### src/rtl/pwm_halfbridge_gen.sv
// ============================================================================
// pwm_halfbridge_gen : double-buffered complementary PWM for one half-bridge
// Revision: 1.0 - initial release
// ============================================================================
`default_nettype none

module pwm_halfbridge_gen #(
  parameter int WIDTH     = 11,
  parameter int MIN_PULSE = 32
) (
  input  logic             clk,
  input  logic             rst,
  input  logic             enable,
  input  logic [WIDTH-1:0] duty,
  input  logic             duty_vld,
  output logic             duty_rdy,
  output logic             high_drv,
  output logic             low_drv,
  output logic             period_start,
  output logic             running
);

  localparam logic [WIDTH:0] C_FULL   = {1'b1, {WIDTH{1'b0}}};
  localparam logic [WIDTH:0] C_LO_LIM = (WIDTH+1)'(MIN_PULSE);
  localparam logic [WIDTH:0] C_HI_LIM = C_FULL - C_LO_LIM;

  typedef enum logic [1:0] {
    ST_IDLE  = 2'd0,
    ST_ARMED = 2'd1,
    ST_RUN   = 2'd2
  } state_e;

  state_e           state_q, state_d;
  logic [WIDTH-1:0] cnt_q, cnt_d;
  logic [WIDTH-1:0] pend_q, pend_d;
  logic             pend_full_q, pend_full_d;
  logic [WIDTH:0]   act_q, act_d;
  logic             high_drv_q, high_drv_d;
  logic             low_drv_q, low_drv_d;
  logic             period_start_q, period_start_d;
  logic             wrap;
  logic             hi;

  // Pulses shorter than the downstream dead time collapse to a solid level.
  function automatic logic [WIDTH:0] clamp(input logic [WIDTH-1:0] d);
    logic [WIDTH:0] ext;
    ext = {1'b0, d};
    if (ext < C_LO_LIM)
      clamp = '0;
    else if (ext > C_HI_LIM)
      clamp = C_FULL;
    else
      clamp = ext;
  endfunction

  assign wrap = (cnt_q == '1);
  assign hi   = ({1'b0, cnt_q} < act_q);

  always_comb begin
    cnt_d          = cnt_q + WIDTH'(1);
    pend_d         = pend_q;
    pend_full_d    = pend_full_q;
    act_d          = act_q;
    period_start_d = (cnt_q == '0);

    if (wrap && pend_full_q) begin
      act_d       = clamp(pend_q);
      pend_full_d = 1'b0;
    end
    // A capture on the wrap edge into an empty buffer waits for the next wrap.
    if (duty_vld && !pend_full_q) begin
      pend_d      = duty;
      pend_full_d = 1'b1;
    end
  end

  always_comb begin
    state_d    = state_q;
    high_drv_d = 1'b0;
    low_drv_d  = 1'b0;
    case (state_q)
      ST_IDLE: begin
        if (enable) state_d = ST_ARMED;
      end
      ST_ARMED: begin
        if (!enable)
          state_d = ST_IDLE;
        else if (wrap)
          state_d = ST_RUN;
      end
      ST_RUN: begin
        if (!enable) begin
          state_d = ST_IDLE;
        end else begin
          high_drv_d = hi;
          low_drv_d  = ~hi;
        end
      end
      default: state_d = ST_IDLE;
    endcase
  end

  always_ff @(posedge clk or posedge rst) begin
    if (rst) begin
      state_q        <= ST_IDLE;
      cnt_q          <= '0;
      pend_q         <= '0;
      pend_full_q    <= 1'b0;
      act_q          <= '0;
      high_drv_q     <= 1'b0;
      low_drv_q      <= 1'b0;
      period_start_q <= 1'b0;
    end else begin
      state_q        <= state_d;
      cnt_q          <= cnt_d;
      pend_q         <= pend_d;
      pend_full_q    <= pend_full_d;
      act_q          <= act_d;
      high_drv_q     <= high_drv_d;
      low_drv_q      <= low_drv_d;
      period_start_q <= period_start_d;
    end
  end

  assign duty_rdy     = ~pend_full_q;
  assign high_drv     = high_drv_q;
  assign low_drv      = low_drv_q;
  assign period_start = period_start_q;
  assign running      = (state_q == ST_RUN);

endmodule

`default_nettype wire

### config.mk
export PLATFORM = sky130hd
export DESIGN_NAME = pwm_halfbridge_gen
export DESIGN_NICKNAME = d
export VERILOG_FILES = /design/src/rtl/pwm_halfbridge_gen.sv
export SDC_FILE = /design/constraint.sdc
export NUM_CORES = 1
export LEC_CHECK = 0
export CORE_ASPECT_RATIO = 0.75
export CORE_MARGIN = 2
export CORE_UTILIZATION = 45
export CTS_CLUSTER_DIAMETER = 120
export DETAILED_ROUTE_END_ITERATION = 16
export PLACE_DENSITY = 0.63
export SYNTH_ARGS = -nofsm -noshare
export SYNTH_HDL_FRONTEND = slang
export SYNTH_SLANG_ARGS = --single-unit
### constraint.sdc
create_clock -name clk -period 2.5 [get_ports clk]
set_input_delay 0.5 -clock clk [delete_from_list [all_inputs] [get_ports clk]]
set_output_delay 0.5 -clock clk [all_outputs]
set_load 0.02 [all_outputs]
==> metrics.csv, run 1 <==
metric,value,unit
top-area cell type share of the netlist area,52.2,%
Hold Path Origin,state_q[1]$_DFFE_PP0P_,
leading area contributor after synthesis,dfrtp_1,
post-synthesis sequential area ratio,52.2,%
first-pass GRT wire length,6150,um
"Warnings, synthesis",0,
Synth cell types,39,
final setup fails,0,
Clock Tree Buf Depth,2,
Flop pwr share,59.8,%
DRC,0,
worst hold endpoint,state_q[0]$_DFFE_PP0P_,
Vias/cell,5.32,
initial core utilization,47.0,%
Yosys reg bits,40,
CP endpoint kind,output pin,
Worst path slowest cell,clkdlybuf4s50_1,
"most common cell after layout, fill and taps aside",dfrtp_1,
Area after DPL,0.00216,mm2
Layout Cell Area excl Fill,0.00223,mm2
RR Startpoint,cnt_q[0]$_DFF_PP0_,
post-CTS resize count,0,
Layout Utilization,54.8,%
Reg2Reg Depth,5,
CP Max Fanout,2,
mux share of post-synthesis cell area,4.70,%
Comb pwr share,5.9,%
Max-cap violations,0,
area grow syn2layout,16.6,%
Final Max Tran Viols,0,
Worst path max stage delay,0.62,ns
CORE AREA,0.00408,mm2
worst vdd ir,0.000264,V
vias,1309,
P_sw,0.257,mW
main combinational cell family by area after synthesis,simple AND/OR/NAND/NOR gates,
postcts setup bufs,0,
# H-tree levels,2,
HPWL after DPL,2630,um
Clock Latency Late Sink,0.29,ns
DIE HEIGHT,60.5,um
First-pass DRT Iterations,4,
clock sinks,40,
Worst slew margin,67.0,%
DRT antenna net count,0,
Fmax,506,MHz
Period minus WS final,1.98,ns
TritonCTS clock tree,built,
WP data required,2.00,ns
Initial DRC Count,81,
"Top FF cell, synth",dfrtp_1,
Compound-Gate Fraction of Synth Area,10.4,%
initial antenna violation count,0,
Ant. Diodes,0,
GP Congestion,0.833,
critical path's top delay family,buffers and inverters,
layout cells sized above 1,15.2,%
largest net degree at the start of global routing,41,
multi-input logic area,818,um2
CP Data Arrival Time,1.48,ns
Buffers on Ports,19,
Async SR Flop Fraction,100,%
fin nets,218,
number of global-route vias before repair,1314,
Layout fillers,350,
kind of critical path,reg -> out,
cell chain of the critical path,nor2b_1 > clkdlybuf4s50_1,
endpoints failing hold,0,
num ports,20,
reg2reg end,act_q[8]$_DFFE_PP0P_,
Die Wd,79.4,um
Startpoint Class,flop,
synthesized area,0.00192,mm2
static leakage,0.990,nW
Avg Inst Size Synth,11.5,um2
status,"finished, final reports clean",
period utilisation layout,79.1,%
clock root buffer,clkbuf_8,
cell-internal power,0.899,mW
GRT Util Overall,16.9,%
Mapped Cells,167,
most frequent cells in the layout,"40 x dfrtp_1, 19 x clkdlybuf4s50_1, 17 x inv_1, 13 x nand2_1, 12 x ha_1",
FF+latch area,0.00100,mm2
Net Sw Frac,22.2,%
cts hold-fix bufs,0,
Power per Cell Area,517,mW/mm2
row cnt,20,
drt wl/cell,14.3,um
setup repair after global routing missed its margin,false,
clock slew at reported path FFs,0.07,ns
Clk network pwr share,34.3,%
clock skew,0.00574,ns
Hold Path Class,reg -> reg,
Post-Synth Adder-Cell Area,7.83,%
WP buf/inv,1,
WL final,3510,um
R2R setup slack,0.59,ns
Post-synth EDFFs,0,
Die ar.,0.00480,mm2
Synth area leaders,"dfrtp_1 52%, ha_1 7.8%, mux2_2 4.7%",
Congestion Overflow GR,0,
worst hold path depth,1,
XOR/XNOR share of the synthesized area,4.11,%
Simple-Gate Fraction of Synth Area,15.7,%
TNS Setup,0,ns
syn_nets,194,
CTS Buf Count,5,
Slew @ Worst Pin,0.496,ns
-- metal layers --
layer	wire length (um)	part of all wire, %	global-route usage [%]
met1	1770	50	22.5
met2	1560	44	27.0
met3	130	3.7	4.46
met4	53	1.5	6.90
met5	0	0	0
-- per-stage QoR --
step | cells | setup WS, ns | hold slack [ns] | total power [mW]
6_report | 246 | 0.523 | 0.463 | 1.16
5_1_grt | 246 | 0.459 | 0.498 | 1.22
4_1_cts | 246 | 0.507 | 0.459 | 1.18
3_5_place_dp | 239 | 0.602 | 0.449 | 0.774
3_3_place_gp | 239 | 0.663 | 0.426 | 0.771
2_1_floorplan | 167 | 0.730 | 0.414 | 0.735
-- how the worst max path moves through the flow --
stage / slack [ns] / to / depth (start not counted) / start
CTS: 0.51 / running / 2 / state_q[0]$_DFFE_PP0P_
floorplan: 0.73 / act_q[2]$_DFFE_PP0P_ / 6 / cnt_q[1]$_DFF_PP0_
global placement: 0.66 / act_q[8]$_DFFE_PP0P_ / 5 / cnt_q[1]$_DFF_PP0_
finish: 0.52 / running / 2 / state_q[0]$_DFFE_PP0P_
detailed placement: 0.60 / act_q[8]$_DFFE_PP0P_ / 5 / cnt_q[0]$_DFF_PP0_
global route: 0.46 / running / 2 / state_q[1]$_DFFE_PP0P_
-- synthesized netlist by cell type (all sizes together), types with 3 or more instances --
cell   count
a22o       8
and4b      3
dfrtp     40
ha        12
inv       17
mux2       8
nand2     13
nand3      8
nor2       6
nor4       4
o21ai      7
o31ai      4
xnor2      4
xor2       5
-- flip-flops by register name, summed over array words and instances (netlist names) --
signal / flops
high_drv: 1
period_start: 1
pend_q: 11
act_q: 12
cnt_q: 11
state_q: 2
low_drv: 1
pend_full_q: 1
-- power groups by stage --
stage	registers [mW]	logic [mW]	clock network, mW
2_1_floorplan	0.698	0.0374	0
3_3_place_gp	0.704	0.0670	0
3_5_place_dp	0.704	0.0698	0
4_1_cts	0.691	0.0702	0.415
5_1_grt	0.694	0.0770	0.450
6_report	0.691	0.0679	0.397
-- logic make-up (layout without fill, tap and decap cells) --
kind of cell | count (synthesis) | after routing
buffers and inverters | 21 | 45
adder cells (fa/ha/maj) | 12 | 12
multiplexers | 8 | 8
AO/OA/AOI/OAI | 25 | 25
flip-flops | 40 | 40
XOR/XNOR | 9 | 9
AND/OR/NAND/NOR | 52 | 52
-- area by class of cell --
| type | count | share of cell area, % |
|---|---|---|
| inverter | 17 | 2.86 |
| clock inverter | 1 | 0.224 |
| clock buffer | 6 | 3.25 |
| tap | 55 | 3.08 |
| multi-input combinational | 106 | 36.6 |
| sequential | 40 | 44.8 |
| timing repair buffer | 21 | 9.18 |
(Power assumes the default switching activity.)
==> run 2: changes to the inputs <==
--- a/config.mk
+++ b/config.mk
@@ -10,7 +10,7 @@
 export CORE_UTILIZATION = 45
 export CTS_CLUSTER_DIAMETER = 120
 export DETAILED_ROUTE_END_ITERATION = 16
-export PLACE_DENSITY = 0.63
+export PLACE_DENSITY = 0.65
 export SYNTH_ARGS = -nofsm -noshare
 export SYNTH_HDL_FRONTEND = slang
 export SYNTH_SLANG_ARGS = --single-unit
==> constraint.sdc (replaced) <==
create_clock -name clk -period 1.6 [get_ports clk]
set_input_delay 0.32 -clock clk [delete_from_list [all_inputs] [get_ports clk]]
set_output_delay 0.32 -clock clk [all_outputs]
set_load 0.02 [all_outputs]
==> run 2 against run 1 <==
The flow now finishes with violations (setup timing). Sequential power grew 56%. Critical path depth grew 3. Non-clock buffer count grew 21. Via count grew 9.4%. Combinational power grew 69%. Total power grew 57%. Worst setup slack lost 0.53 ns. Global-route usage grew 2.4 points. Clock power grew 57%. Utilization grew 6.2 points. Sequential share of layout area shrank 4.6 points. Largest cell class unchanged. Highest routed layer unchanged.
==> metrics.csv, run 2 (synthesized netlist as in run 1, its figures left out) <==
metric,value,unit,change
Ant. Diodes,0,,unchanged
largest net degree at the start of global routing,41,,unchanged
CP endpoint kind,flop,,
num ports,20,,unchanged
max reg flops,12,,unchanged
first-pass GRT wire length,6790,um,+10%
Hold Path Class,in -> async,,
clock skew,0.00490,ns,-0.000848 ns
Worst path slowest cell,or4_4,,
TNS Setup,-0.00399,ns,-0.00399 ns
dpl cells,258,,+7.9%
Startpoint Class,flop,,
CTS Buf Count,5,,unchanged
Period minus WS final,1.60,ns,
Die Wd,79.4,um,unchanged
initial core utilization,47.0,%,unchanged
Initial DRC Count,96,,+19%
CP Data Arrival Time,1.84,ns,+0.36 ns
cell chain of the critical path,ha_2 > nand2_4 > or4_4 > o21ba_4 > a22o_2,,
CP Max Fanout,6,,+4
"most common cell after layout, fill and taps aside",dfrtp_1,,
vias,1432,,+9.4%
DIE HEIGHT,60.5,um,unchanged
Congestion Overflow GR,0,,unchanged
clock sinks,40,,unchanged
status,"finished, violations left",,
setup repair after global routing missed its margin,true,,
Vias/cell,5.32,,about the same
clock root buffer,clkbuf_8,,
Worst path max stage delay,0.47,ns,-0.15 ns
Layout Utilization,61.0,%,+6.2 points
Area after DPL,0.00232,mm2,+7.4%
WP data required,1.84,ns,-0.16 ns
failing checks,setup timing,,
Worst slew margin,71.6,%,+4.6 points
Clock Latency Late Sink,0.30,ns,about the same
TritonCTS clock tree,built,,
most frequent cells in the layout,"40 x dfrtp_1, 19 x buf_4, 17 x inv_1, 17 x clkdlybuf4s50_1, 11 x nand2_1",,
Top Registers,"act_q x12, cnt_q x11, pend_q x11",,
HPWL after DPL,2830,um,+7.5%
static leakage,1.13,nW,+14%
PnR worst setup slack,-0.00399,ns,-0.527 ns
area grow syn2layout,29.8,%,
layout cells sized above 1,27.1,%,+12 points
GRT Util Overall,19.4,%,+2.4 points
CORE AREA,0.00408,mm2,unchanged
Largest Register,act_q,,
WL final,3940,um,+12%
Die ar.,0.00480,mm2,unchanged
Power Total,1.82,mW,+57%
First-pass DRT Iterations,4,,unchanged
WHS,0.396,ns,-0.0671 ns
Max-cap violations,0,,unchanged
row cnt,20,,unchanged
endpoints failing hold,0,,unchanged
drt wl/cell,14.6,um,+2.6%
initial antenna violation count,0,,unchanged
Final Max Tran Viols,0,,unchanged
Post-Layout Cell Count,269,,+9.3%
Clock Tree Buf Depth,2,,unchanged
number of global-route vias before repair,1436,,+9.3%
Fmax,623,MHz,
DRC,0,,unchanged
cts hold-fix bufs,0,,unchanged
Slew @ Worst Pin,0.423,ns,-0.0721 ns
period utilisation layout,100,%,
GP Congestion,0.795,,-4.5%
# H-tree levels,2,,unchanged
Layout Cell Area excl Fill,0.00249,mm2,+11%
worst vdd ir,0.000475,V,+80%
fin nets,241,,+11%
clock slew at reported path FFs,0.07,ns,about the same
Placement Setup Slack,-0.0467,ns,-0.649 ns
DRT antenna net count,0,,unchanged
kind of critical path,reg -> reg,,
Buffers on Ports,19,,unchanged
Power per Cell Area,732,mW/mm2,+41%
final setup fails,1,,+1
[run 2: cell types whose count changed in the layout (fill, tap and decap cells not counted), moves of 2 or more]
cell,before,now
buf_4,2,19
buf_6,0,3
clkdlybuf4s50_1,19,17
dlygate4sd2_1,0,2
ha_1,12,10
nand2_1,13,11
o21ai_0,7,4
o21ai_1,0,3
or4_4,1,3
[run 2: critical path: cells and delay by family (launching register included)]
family                     cells  cell delay [ns]
and+or+nand+nor                2             0.54
AOI/OAI and AO/OA              2             0.44
DFF                            1             0.36
adders and majority gates      1             0.22
[run 2: cell type report]
cell class,count,area (um2)
inverter,17,63.8
sequential,40,1000
tap,55,68.8
clock inverter,1,5.00
fill,342,1590
timing repair buffer,42,384
clock buffer,6,72.6
multi-input combinational,108,892
[run 2: routing by layer]
| layer | global-route usage, % | share of wire (%) | vias up |
|---|---|---|---|
| met1 | 24.4 | 47 | 709 |
| met5 | 0 | 0 | - |
| li1 | - | - | 693 |
| met4 | 6.65 | 1.4 | 0 |
| met3 | 7.14 | 5.0 | 6 |
| met2 | 31.6 | 47 | 24 |
[run 2: power breakdown]
part	internal, mW	total [mW]	switching, mW	leakage [nW]
Clock	0.296	0.623	0.327	0.0410
Sequential	1.05	1.08	0.0329	0.516
Combinational	0.0661	0.115	0.0493	0.569
Total	1.41	1.82	0.409	1.13
[run 2: final timing paths]
kind	slack (ns)	start	depth (start not counted)	endpoint
worst min register to register	0.46	state_q[1]$_DFFE_PP0P_	1	state_q[0]$_DFFE_PP0P_
worst max register to register	-0.004	cnt_q[1]$_DFF_PP0_	5	act_q[6]$_DFFE_PP0P_
min in group clk	0.46	state_q[1]$_DFFE_PP0P_	1	state_q[0]$_DFFE_PP0P_
worst min-delay path	0.40	rst	3	pend_q[8]$_DFFE_PP0P_
max in group asynchronous	1.01	rst	3	cnt_q[0]$_DFF_PP0_
worst max-delay path	-0.004	cnt_q[1]$_DFF_PP0_	5	act_q[6]$_DFFE_PP0P_
[run 2: repair_timing]
item / 4_1_cts / 5_1_grt
buffers inserted: 1 / 1
setup endpoints to repair: 12 / 14
cloned: 1 / 1
endpoints found under the hold margin: 0 / 0
resized for setup: 5 / 13
pin swaps: 1 / 7
==> run 3: changes to the inputs <==
--- a/config.mk
+++ b/config.mk
@@ -9,6 +9,7 @@
 export CORE_MARGIN = 2
 export CORE_UTILIZATION = 45
 export CTS_CLUSTER_DIAMETER = 120
+export CTS_CLUSTER_SIZE = 8
 export DETAILED_ROUTE_END_ITERATION = 16
 export PLACE_DENSITY = 0.65
 export SYNTH_ARGS = -nofsm -noshare
==> results of run 3 <==
Same layout as run 2: the final DEF is identical, and so are final timing and power.
